==> config.mk <==
export PLATFORM = sky130hd
export DESIGN_NAME = pulse_mod_cnt
export DESIGN_NICKNAME = d
export VERILOG_FILES = /design/src/rtl/watch_pkg.sv /design/src/rtl/cnt_bin2bcd.sv /design/src/rtl/pulse_mod_cnt.sv
export SDC_FILE = /design/constraint.sdc
export NUM_CORES = 1
export LEC_CHECK = 0
export BUFFER_PORTS_ARGS = -buffer_cell sky130_fd_sc_hd__buf_2
export CAP_MARGIN = 20
export CORE_UTILIZATION = 58
export DETAILED_ROUTE_END_ITERATION = 6
export GPL_TIMING_DRIVEN = 1
export PLACE_DENSITY = 0.88
export SETUP_SLACK_MARGIN = 0.4
export SLEW_MARGIN = 40
export SYNTH_ARGS = -nofsm -noshare
export SYNTH_HDL_FRONTEND = slang
export SYNTH_SLANG_ARGS = --single-unit
==> constraint.sdc <==
create_clock -name clock -period 4.5 [get_ports clock]
set_input_delay 0.675 -clock clock [delete_from_list [all_inputs] [get_ports clock]]
set_output_delay 0.675 -clock clock [all_outputs]
set_load 0.01 [all_outputs]
==> src/rtl/watch_pkg.sv <==
// Shared definitions for the watch time-chain counters:
// encodings, common moduli and BCD sizing helper.
package watch_pkg;

    localparam int ENC_BIN     = 0;
    localparam int ENC_BCD     = 1;
    localparam int MOD_SEC_MIN = 60;
    localparam int MOD_HOUR    = 24;

    function automatic int bcd_digits(input int width);
        return width / 4;
    endfunction

endpackage

==> src/rtl/cnt_bin2bcd.sv <==
// Combinational binary to packed-BCD converter (double-dabble).
// Digits are packed LS digit first at bits [3:0].
module cnt_bin2bcd #(
    parameter int IW = 6,
    parameter int OW = 8
)(
    input  logic [IW-1:0] bin,
    output logic [OW-1:0] bcd
);

    logic [OW-1:0] t;

    always_comb begin
        t = '0;
        for (int i = IW - 1; i >= 0; i--) begin
            for (int d = 0; d < OW / 4; d++) begin
                if (t[4*d +: 4] >= 4'd5)
                    t[4*d +: 4] = t[4*d +: 4] + 4'd3;
            end
            t = {t[OW-2:0], bin[i]};
        end
        bcd = t;
    end

endmodule

==> src/rtl/pulse_mod_cnt.sv <==
// Modulo-N up/down pulse counter with binary or packed-BCD output,
// wrap pulses and a validated synchronous load port.
module pulse_mod_cnt
    import watch_pkg::*;
#(
    parameter int WIDTH   = 8,
    parameter int MODULUS = MOD_SEC_MIN,
    parameter int BCD     = ENC_BCD
)(
    input  logic             clock,
    input  logic             reset,
    input  logic             pulse,
    input  logic             down,
    input  logic             load,
    input  logic [WIDTH-1:0] load_value,
    output logic [WIDTH-1:0] data,
    output logic             carry,
    output logic             borrow,
    output logic             load_err
);

    localparam int             CW   = $clog2(MODULUS);
    localparam int             ND   = bcd_digits(WIDTH);
    localparam logic [CW-1:0]  TOP  = CW'(MODULUS - 1);
    localparam logic [WIDTH:0] MODV = (WIDTH + 1)'(MODULUS);

    logic [CW-1:0]    cnt;
    logic [CW-1:0]    cnt_nx;
    logic [WIDTH-1:0] data_nx;
    logic [WIDTH-1:0] dec;
    logic [3:0]       dig;
    logic             dig_ok;
    logic             ld_ok;
    logic             carry_nx;
    logic             borrow_nx;
    logic             err_nx;

    // A valid BCD value always fits in WIDTH bits, so decode in place.
    always_comb begin
        dec    = '0;
        dig    = '0;
        dig_ok = 1'b1;
        if (BCD == ENC_BCD) begin
            for (int i = ND - 1; i >= 0; i--) begin
                dig = load_value[4*i +: 4];
                if (dig > 4'd9)
                    dig_ok = 1'b0;
                dec = dec * WIDTH'(10) + WIDTH'(dig);
            end
        end else begin
            dec = load_value;
        end
        ld_ok = dig_ok && ({1'b0, dec} < MODV);
    end

    always_comb begin
        cnt_nx    = cnt;
        carry_nx  = 1'b0;
        borrow_nx = 1'b0;
        err_nx    = 1'b0;
        if (load) begin
            if (ld_ok)
                cnt_nx = dec[CW-1:0];
            else
                err_nx = 1'b1;
        end else if (pulse) begin
            if (!down) begin
                if (cnt == TOP) begin
                    cnt_nx   = '0;
                    carry_nx = 1'b1;
                end else begin
                    cnt_nx = cnt + CW'(1);
                end
            end else begin
                if (cnt == '0) begin
                    cnt_nx    = TOP;
                    borrow_nx = 1'b1;
                end else begin
                    cnt_nx = cnt - CW'(1);
                end
            end
        end
    end

    generate
        if (BCD == ENC_BCD) begin : g_bcd
            cnt_bin2bcd #(
                .IW (CW),
                .OW (WIDTH)
            ) u_b2b (
                .bin (cnt_nx),
                .bcd (data_nx)
            );
        end else begin : g_bin
            assign data_nx = WIDTH'(cnt_nx);
        end
    endgenerate

    always_ff @(posedge clock or negedge reset) begin
        if (!reset) begin
            cnt      <= '0;
            data     <= '0;
            carry    <= 1'b0;
            borrow   <= 1'b0;
            load_err <= 1'b0;
        end else begin
            cnt      <= cnt_nx;
            data     <= data_nx;
            carry    <= carry_nx;
            borrow   <= borrow_nx;
            load_err <= err_nx;
        end
    end

endmodule

==> flow_summary.toml, run 1 <==
[place]
dpl.hpwl_mm = 3.77
place_area_um2 = 2150
port_buffers = 22
gp_congestion = 0.904

[setup_path]
cp-start-kind = "primary input"
worst-setup-path-type = "in -> reg"
critPathArrivalTime_ns = 5.12
path_cells = "buf_8 > ha_4 > ha_4 > fa_2 > o211a_1 > nand2_2 > buf_4 > nor4_4 > o211ai_1 > a221oi_4 > buf_6 > inv_2 > ha_4 > o211ai_1 > mux2i_2 > inv_2 > ha_4 > nand2b_4 > a21oi_2 > nand3_2 > a2bb2oi_4 > mux2i_2 > a21oi_1 > a31oi_1"
critPathMaxStageDelay_ns = 0.58
worst_ep_required_time_ns = 4.75
cp_max_fo = 6
cpMostUsedCell = "ha_4"
cp.buffers_inverters = 5
cp-end-kind = "register"
critPathTopFamily = "compound AO/OA/AOI/OAI gates"
crit_path_top_delay_cell = "fa_2"

[sta]
layout_setup_ws_ns = -0.378
tns_ns = -1.35
setup_viol = 4
finalMaxSlewViolations = 0
period_share_pct = 108
tightest_slew_ns = 0.609
slew_headroom_pct = 59.0
hold_violations = 0
fin_hold_ws_ns = 0.252
rsz0062_at_grt = "yes"
fin_crit_ns = 4.88
clock_skew_ns = 0.0148
max_freq_mhz = 205

[clock_network]
numClockSinks = 15
clk_path_buf_depth = 2
tritoncts = "yes"
htreeDepth = 1
insertion_delay_ns = 0.31
clk_pin_slew_ns = 0.12
clock-root-buffer = "clkbuf_4"
cts_buffers = 3

[layout]
finalInstanceArea_um2 = 2310
final_cell_mix = "buf_4, buf_2, dfrtp_1, nand2_1, a21oi_1"
area_growth_pct = 37.1
final_common_cell = "buf_4"
drive_above_1_share_pct = 42.1
nets = 283

[global_routing]
antenna_found_initial = 1
grt_pass1_wl_mm = 8.55
track_usage_pct = 35.2
grt_pass1_vias = 1781
grt.overflow.total = 0
grt_start_max_net_pins = 17

[synth]
synth_warnings = 0
ys_ff_latch = 15
syn-mean-instance-area_um2 = 8.73
synth_cell_types = 66
syn_nets = 221
synth_cells = 193
yosys.area.top_type = "dfrtp_1"
synth_top_area_share_pct = 22.3
netlist_top_cells_area = "dfrtp_1, ha_1, a21oi_1"
netlist_area_um2 = 1680
ys.flop_type = "dfrtp_1"
synth-async-reset-ratio_pct = 100
yosysSeqAreaShare_pct = 22.3
synth-edff-count = 0

[flow_run]
cap_violations = 0

[die]
die_area_um2 = 3120
dieWidth_um = 55.9
fp.coreArea_um2 = 2760
initial_utilization_pct = 61.1
num_rows = 19
io_pins = 24
dieHeight_um = 55.9

[drt]
wl_met1_mm = 2.18
remaining_drc_errors = 0
vias = 1950
wire_per_inst_um = 20.4
wl_met2_mm = 2.89
firstDrtPassIters = 6
wl_mm = 5.82
drtIter0Drc = 189
route.met3.wl_um = 458
vias_per_cell = 6.82
postRouteAntennaNets = 0
top_layer_used = "met4"

[power_and_ir_drop]
p_leak_nw = 1.04
power.density_nw_per_um2 = 577
vdd_drop_max_mv = 0.636

[status]
violations = "setup timing"
run_status = "complete, but fails checks"

[worst_hold_path]
hold_path.class = "in -> async"
==> worst reg2reg max path, delay by kind of cell, from the launching register on <==
kind / cells / cell delay, ns
buffers and inverters: 5 / 0.55
AOI/OAI and AO/OA: 9 / 1.71
adders and majority gates: 3 / 0.54
muxes: 2 / 0.43
and+or+nand+nor: 2 / 0.22
DFF: 1 / 0.48
==> registers in the layout (all words and copies together), names as in the netlist <==
register,flops
cnt,6
borrow,1
load_err,1
data,6
carry,1
==> layout make-up <==
cell class / count / area, µm²
multi-input cells: 157 / 1360
repair buffers: 64 / 449
fillers: 147 / 449
flip-flops and latches: 15 / 375
inverters: 14 / 52.6
well taps: 31 / 38.8
clock buffers: 3 / 22.5
clock inverters: 1 / 5.00
diodes: 1 / 2.50
==> synthesized netlist by cell type, drive strengths merged (3+ instances only) <==
master and n:
xnor2 3, nand3 6, a221oi 3, dfrtp 15, o22ai 5, nor2b 5, and2 4, a21oi 13
o211ai 5, ha 13, nor2 8, a21o 3, o21a 4, xor2 3, a31oi 3, nand2 16
mux2i 5, clkbuf 4, buf 3, o21ai 7, or2 3, nand2b 7, inv 14, nand3b 3
nor4 4
==> power by group <==
| group | switching [mW] | leakage, nW | internal (mW) | total [mW] |
|---|---|---|---|---|
| combinational | 0.531 | 0.843 | 0.480 | 1.01 |
| clock | 0.0555 | 0.0177 | 0.0332 | 0.0888 |
| sequential | 0.0492 | 0.179 | 0.183 | 0.233 |
| total | 0.636 | 1.04 | 0.697 | 1.33 |
==> per-layer routing <==
layer,vias up,track usage (%)
li1,842,-
met1,917,43.2
met2,153,60.8
met3,38,4.65
met4,0,17.4
met5,-,0
==> through the flow <==
stage          std cells  total power, mW  utilization (%)  worst slack, ns
2_1_floorplan        193            0.834                -           -0.316
3_3_place_gp         273             1.06             77.8           -0.302
3_5_place_dp         273             1.12             77.8           -0.582
4_1_cts              281             1.24             81.4           -0.164
5_1_grt              286             1.39             83.7           -0.476
6_report             286             1.33             83.7           -0.378
==> cell families (layout without fill, tap and decap cells) <==
group           after synthesis  in the layout  synth area share, %
compound gates               61             61                 29.6
xor+xnor                      6              6                 3.12
fa+ha+maj                    15             15                 12.0
flops                        15             15                 22.3
mux                           7              7                 4.75
buf+inv                      21             82                 5.27
other cells                   1              2                0.223
simple gates                 67             67                 22.7
==> final timing paths <==
path | slack, ns | cells past startpoint | to | startpoint
max | -0.38 | 24 | data[1] | load_value[5]
min | 0.25 | 1 | data[1] | reset
max reg2reg | 0.51 | 21 | data[1] | cnt[0]
min reg2reg | 0.86 | 2 | borrow | cnt[5]
max in group asynchronous | 3.97 | 1 | cnt[5] | reset
min in group clock | 0.78 | 2 | load_err | load
==> what timing repair did <==
item,in CTS,in global routing
hold endpoints to repair,0,0
setup buffers,4,4
pin swaps,16,15
resized for setup,10,5
hold buffers,0,0
endpoints found under the setup margin,5,5
Power figures use the tool's default switching activity.
==> run 2: changes to the inputs <==
RECOVER_POWER = 50   (was unset)
==> run 2 against run 1 <==
  * Non-clock buffer count did not move
  * Cell area fell by 0.32%
  * Core utilization fell by 0.27 points
  * Worst hold slack improved by 0.18 ns
  * Count of clock-buffer cells in the layout did not move
  * Sequential share of layout area rose by 0.053 points
  * Die area did not move
  * Highest routed layer unchanged
  * The run still ends with setup timing left
  * First-iteration DRC count rose by 2.6%
  * Critical path type unchanged
  * Clock power fell by 1%
==> flow_summary.toml, run 2 (synthesized netlist as in run 1, its figures left out) <==
[status]
run_status = "complete, but fails checks"
violations = "setup timing"

[setup_path]
r2r_cells = 21
cp.buffers_inverters = 5
critPathMaxStageDelay_ns = 0.58
reg2reg_slack_ns = 0.48
cp-end-kind = "register"
critPathTopFamily = "compound AO/OA/AOI/OAI gates"
worst_ep_required_time_ns = 4.70
critPathArrivalTime_ns = 5.11
cp-start-kind = "primary input"
cpMostUsedCell = "ha_4"
reg2reg_from = "cnt[0]"
cp_max_fo = 6
path_cells = "buf_8 > ha_4 > ha_4 > fa_2 > o211a_1 > nand2_2 > buf_4 > nor4_4 > o211ai_1 > a221oi_4 > buf_6 > inv_2 > ha_4 > o211ai_1 > mux2i_2 > inv_2 > ha_4 > nand2b_4 > a21oi_2 > nand3_2 > a2bb2oi_4 > mux2i_2 > nor2_2 > xnor2_1"
worst-setup-path-type = "in -> reg"
crit_path_top_delay_cell = "fa_2"
worstReg2RegEnd = "data[4]"

[die]
fp.coreArea_um2 = 2760
num_rows = 19
initial_utilization_pct = 61.1
io_pins = 24
dieWidth_um = 55.9
dieHeight_um = 55.9
die_area_um2 = 3120

[global_routing]
grt_pass1_vias = 1781
grt_pass1_wl_mm = 8.55
grt_start_max_net_pins = 17
track_usage_pct = 35.2
antenna_found_initial = 1
grt.overflow.total = 0

[drt]
firstDrtPassIters = 6
route.met3.wl_um = 412
wl_mm = 5.83
vias = 1940
wl_met1_mm = 2.23
remaining_drc_errors = 0
wl_met2_mm = 2.91
postRouteAntennaNets = 0
wire_per_inst_um = 20.4
drtIter0Drc = 194
top_layer_used = "met4"
vias_per_cell = 6.78

[power_and_ir_drop]
vdd_drop_max_mv = 0.642
switching_share_pct = 47.9
seqPwrFrac_pct = 17.4
switching_power_mw = 0.639
power_mw = 1.33
clockPowerShare_pct = 6.6
p_leak_nw = 1.03
p_comb_share_pct = 76.0
p_int_mw = 0.695
power.density_nw_per_um2 = 580

[layout]
area_growth_pct = 36.6
top_regs = "cnt x6, data x6"
fin_util_pct = 83.4
drive_above_1_share_pct = 40.6
final_common_cell = "buf_4"
nets = 283
nFillCells = 149
final_cell_mix = "buf_4, buf_2, dfrtp_1, nand2_1, a21oi_1"

[place]
gp_congestion = 0.904
port_buffers = 22
preCtsSetupSlack_ns = -0.582
dpl.hpwl_mm = 3.77

[sta]
slew_headroom_pct = 42.7
clock_skew_ns = 0.0154
tns_ns = -1.43
period_share_pct = 109
layout_setup_ws_ns = -0.410
fin_crit_ns = 4.91
max_freq_mhz = 204
setup_viol = 4
finalMaxSlewViolations = 0
hold_violations = 0
tightest_slew_ns = 0.859
rsz0062_at_grt = "yes"

[clock_network]
tritoncts = "yes"
postCtsHoldBufs = 0
clk_pin_slew_ns = 0.12
htreeDepth = 1
clock-root-buffer = "clkbuf_4"
clk_path_buf_depth = 2
insertion_delay_ns = 0.31
cts_buffers = 3
numClockSinks = 15

[flow_run]
cap_violations = 0

[worst_hold_path]
hold_path.class = "in -> async"
[run 2: cell types whose count changed in the layout (fill, tap and decap cells not counted)]
cell      change
buf_4         -1
buf_2         -3
clkbuf_1      +4
[run 2: layout make-up]
class | instances | area, µm² | area share [%]
Multi-Input combinational cell | 157 | 1360 | 59.2
Timing Repair Buffer | 64 | 442 | 19.2
Sequential cell | 15 | 375 | 16.3
Inverter | 14 | 52.6 | 2.28
Tap cell | 31 | 38.8 | 1.69
Clock buffer | 3 | 22.5 | 0.979
Clock inverter | 1 | 5.00 | 0.218
Antenna cell | 1 | 2.50 | 0.109
[run 2: worst max path at each step]
stage | from | end | slack, ns | cells after the start
2_1_floorplan | load_value[7] | data[4] | -0.32 | 21
3_3_place_gp | load_value[7] | data[1] | -0.30 | 22
3_5_place_dp | load_value[7] | data[1] | -0.58 | 23
4_1_cts | load_value[5] | data[1] | -0.16 | 23
5_1_grt | load_value[5] | data[4] | -0.48 | 24
6_report | load_value[5] | data[4] | -0.41 | 24
[run 2: power by group through the flow]
| stage | logic (mW) | registers [mW] | clock network [mW] |
|---|---|---|---|
| floorplan | 0.609 | 0.225 | 0 |
| global placement | 0.830 | 0.229 | 0 |
| detailed placement | 0.887 | 0.230 | 0 |
| CTS | 0.925 | 0.227 | 0.0842 |
| global route | 1.06 | 0.238 | 0.0931 |
| finish | 1.01 | 0.233 | 0.0877 |
[run 2: worst reg2reg max path: cells and delay by family (launching register included)]
kind                     cells  cell delay (ns)
flip-flops                   1             0.49
XOR/XNOR                     1             0.21
AND/OR/NAND/NOR              3             0.29
multiplexers                 2             0.43
buffers and inverters        5             0.56
adder cells (fa/ha/maj)      3             0.54
AO/OA/AOI/OAI                7             1.42
[run 2: what timing repair did]
item / CTS / global route
endpoints found under the setup margin: 5 / 5
pin swaps: 16 / 15
setup buffers: 4 / 4
resized for setup: 10 / 5
cloned: 0 / 0
[run 2: metal layers]
metal / GRT usage [%] / vias up
li1: - / 841
met1: 43.2 / 917
met2: 60.8 / 142
met3: 4.65 / 40
met4: 17.4 / 0
met5: 0 / -
[run 2: through the flow]
stage               instances  cell area (µm²)  hold slack, ns
finish                    286             2300           0.435
global route              286             2300           0.513
detailed placement        273             2150           0.595
global placement          273             2150           0.578
CTS                       281             2240           0.258
floorplan                 193             1780           0.379
==> run 3: changes to the inputs <==
CORE_UTILIZATION = 30   (was 58)
PLACE_DENSITY = 0.54   (was 0.88)
==> run 3 against run 2 <==
  * The run still ends with setup timing left
  * Combinational power fell by 7%
  * Via count fell by 18%
  * Sequential power barely moved
  * Cell count rose by 13%
  * Die area rose by 89%
  * Worst setup slack improved by 0.32 ns
  * Wire length fell by 31%
  * Clock skew fell by 0.014 ns
  * Core utilization fell by 39 points
  * First-iteration DRC count fell by 60%
  * Maximum frequency rose by 7.1%
  * Critical endpoint is now data[3]
  * Largest cell class unchanged
  * Highest routed layer unchanged
==> flow_summary.toml, run 3 (synthesized netlist as in run 1, its figures left out) <==
[clock_network]
htreeDepth = 1
numClockSinks = 15
tritoncts = "yes"
clk_path_buf_depth = 2
clk_pin_slew_ns = 0.06
postCtsHoldBufs = 0
cts_buffers = 3
clock-root-buffer = "clkbuf_8"
insertion_delay_ns = 0.24

[drt]
drtIter0Drc = 78
firstDrtPassIters = 4
vias_per_cell = 4.94
wire_per_inst_um = 12.4
vias = 1590
wl_mm = 4.01
remaining_drc_errors = 0
postRouteAntennaNets = 0

[status]
run_status = "complete, but fails checks"
violations = "setup timing"

[layout]
nets = 281
area_growth_pct = 37.7
nFillCells = 556
top_regs = "cnt x6, data x6"
n_antenna_cell = 0
fin_util_pct = 44.0
final_cell_mix = "buf_4, buf_2, dfrtp_1, nand2_1"
drive_above_1_share_pct = 39.3
final_common_cell = "buf_4"

[die]
die_area_um2 = 5920
dieHeight_um = 76.9
dieWidth_um = 76.9
io_pins = 24
num_rows = 26
initial_utilization_pct = 32.0
fp.coreArea_um2 = 5270

[power_and_ir_drop]
p_leak_nw = 1.02
vdd_drop_max_mv = 0.214
power_mw = 1.28
power.density_nw_per_um2 = 550

[global_routing]
busiest_layer = "met2"
track_usage_pct = 14.4
use_met3_pct = 1.07
antenna_found_initial = 0
grt.overflow.total = 0
grtUsageMet2_pct = 26.2
grt_start_max_net_pins = 17
met1_usage_pct = 18.2
grt_pass1_vias = 1556
grt_pass1_wl_mm = 6.99

[place]
port_buffers = 22
preCtsSetupSlack_ns = -0.500
dpl.hpwl_mm = 3.31
gp_congestion = 0.779

[sta]
setup_viol = 3
slew_headroom_pct = 48.6
layout_setup_ws_ns = -0.0862
finalMaxSlewViolations = 0
fin_hold_ws_ns = 0.478
fin_crit_ns = 4.59
tightest_slew_ns = 0.771
period_share_pct = 102
max_freq_mhz = 218
hold_violations = 0
rsz0062_at_grt = "yes"
clock_skew_ns = 0.00120

[setup_path]
cp-start-kind = "primary input"
critPathArrivalTime_ns = 4.74
cp_max_fo = 6
reg2reg_slack_ns = 0.80
worst_ep_required_time_ns = 4.66
worst-setup-path-type = "in -> reg"
cp-end-kind = "register"

[worst_hold_path]
hold_path.class = "in -> async"

[flow_run]
cap_violations = 0
-- run 3: final cells by class --
type / count / area [µm²] / share of cell area [%]
Timing Repair Buffer: 62 / 419 / 18.1
Inverter: 14 / 52.6 / 2.27
Clock inverter: 1 / 5.00 / 0.216
Sequential cell: 15 / 375 / 16.2
Tap cell: 70 / 87.6 / 3.78
Multi-Input combinational cell: 157 / 1340 / 57.7
Clock buffer: 3 / 41.3 / 1.78
-- run 3: final timing paths --
check / from / endpoint / cells past startpoint
max in group asynchronous: reset / data[4] / 1
min in group clock: load_value[0] / cnt[0] / 4
hold reg to reg: cnt[2] / cnt[2] / 3
setup / recovery: load_value[7] / data[3] / 23
setup reg to reg: cnt[0] / data[3] / 20
hold / removal: reset / carry / 1
-- run 3: worst max-delay path, stage by stage --
cell and delay [ns]:
buf_8 0.10, ha_4 0.24, ha_4 0.15, fa_1 0.52, o211a_1 0.21, nand2_2 0.08
a311o_1 0.38, o211ai_4 0.19, mux2_4 0.32, and2_4 0.18, ha_4 0.15, o211ai_1 0.18
mux2i_2 0.11, inv_2 0.11, ha_4 0.15, nand2b_4 0.06, a21oi_2 0.12, nand3_2 0.09
a2bb2oi_4 0.18, buf_4 0.15, nor3b_2 0.15, a21oi_1 0.06, o22ai_1 0.19
-- run 3: power breakdown --
group | switching [mW] | internal (mW) | total (mW)
registers | 0.0489 | 0.184 | 0.233
logic | 0.455 | 0.481 | 0.936
clock network | 0.0461 | 0.0612 | 0.107
-- run 3: repair_timing --
action / CTS / global route
gates resized for setup: 7 / 3
buffers inserted: 3 / 2
pin swaps: 8 / 6
endpoints found under the setup margin: 4 / 4
-- run 3: stage by stage --
stage | instances | setup TNS (ns) | area, µm²
3_5_place_dp | 313 | -1.69 | 2200
6_report | 322 | -0.211 | 2320
3_3_place_gp | 313 | -1.37 | 2200
5_1_grt | 322 | -0.905 | 2320
4_1_cts | 320 | -0.237 | 2300
2_1_floorplan | 193 | -1.11 | 1780
-- run 3: metal layers --
layer | up-vias | wire length [µm]
li1 | 827 | -
met4 | 0 | 35
met2 | 28 | 1970
met1 | 731 | 1910
met3 | 4 | 91
met5 | - | 0
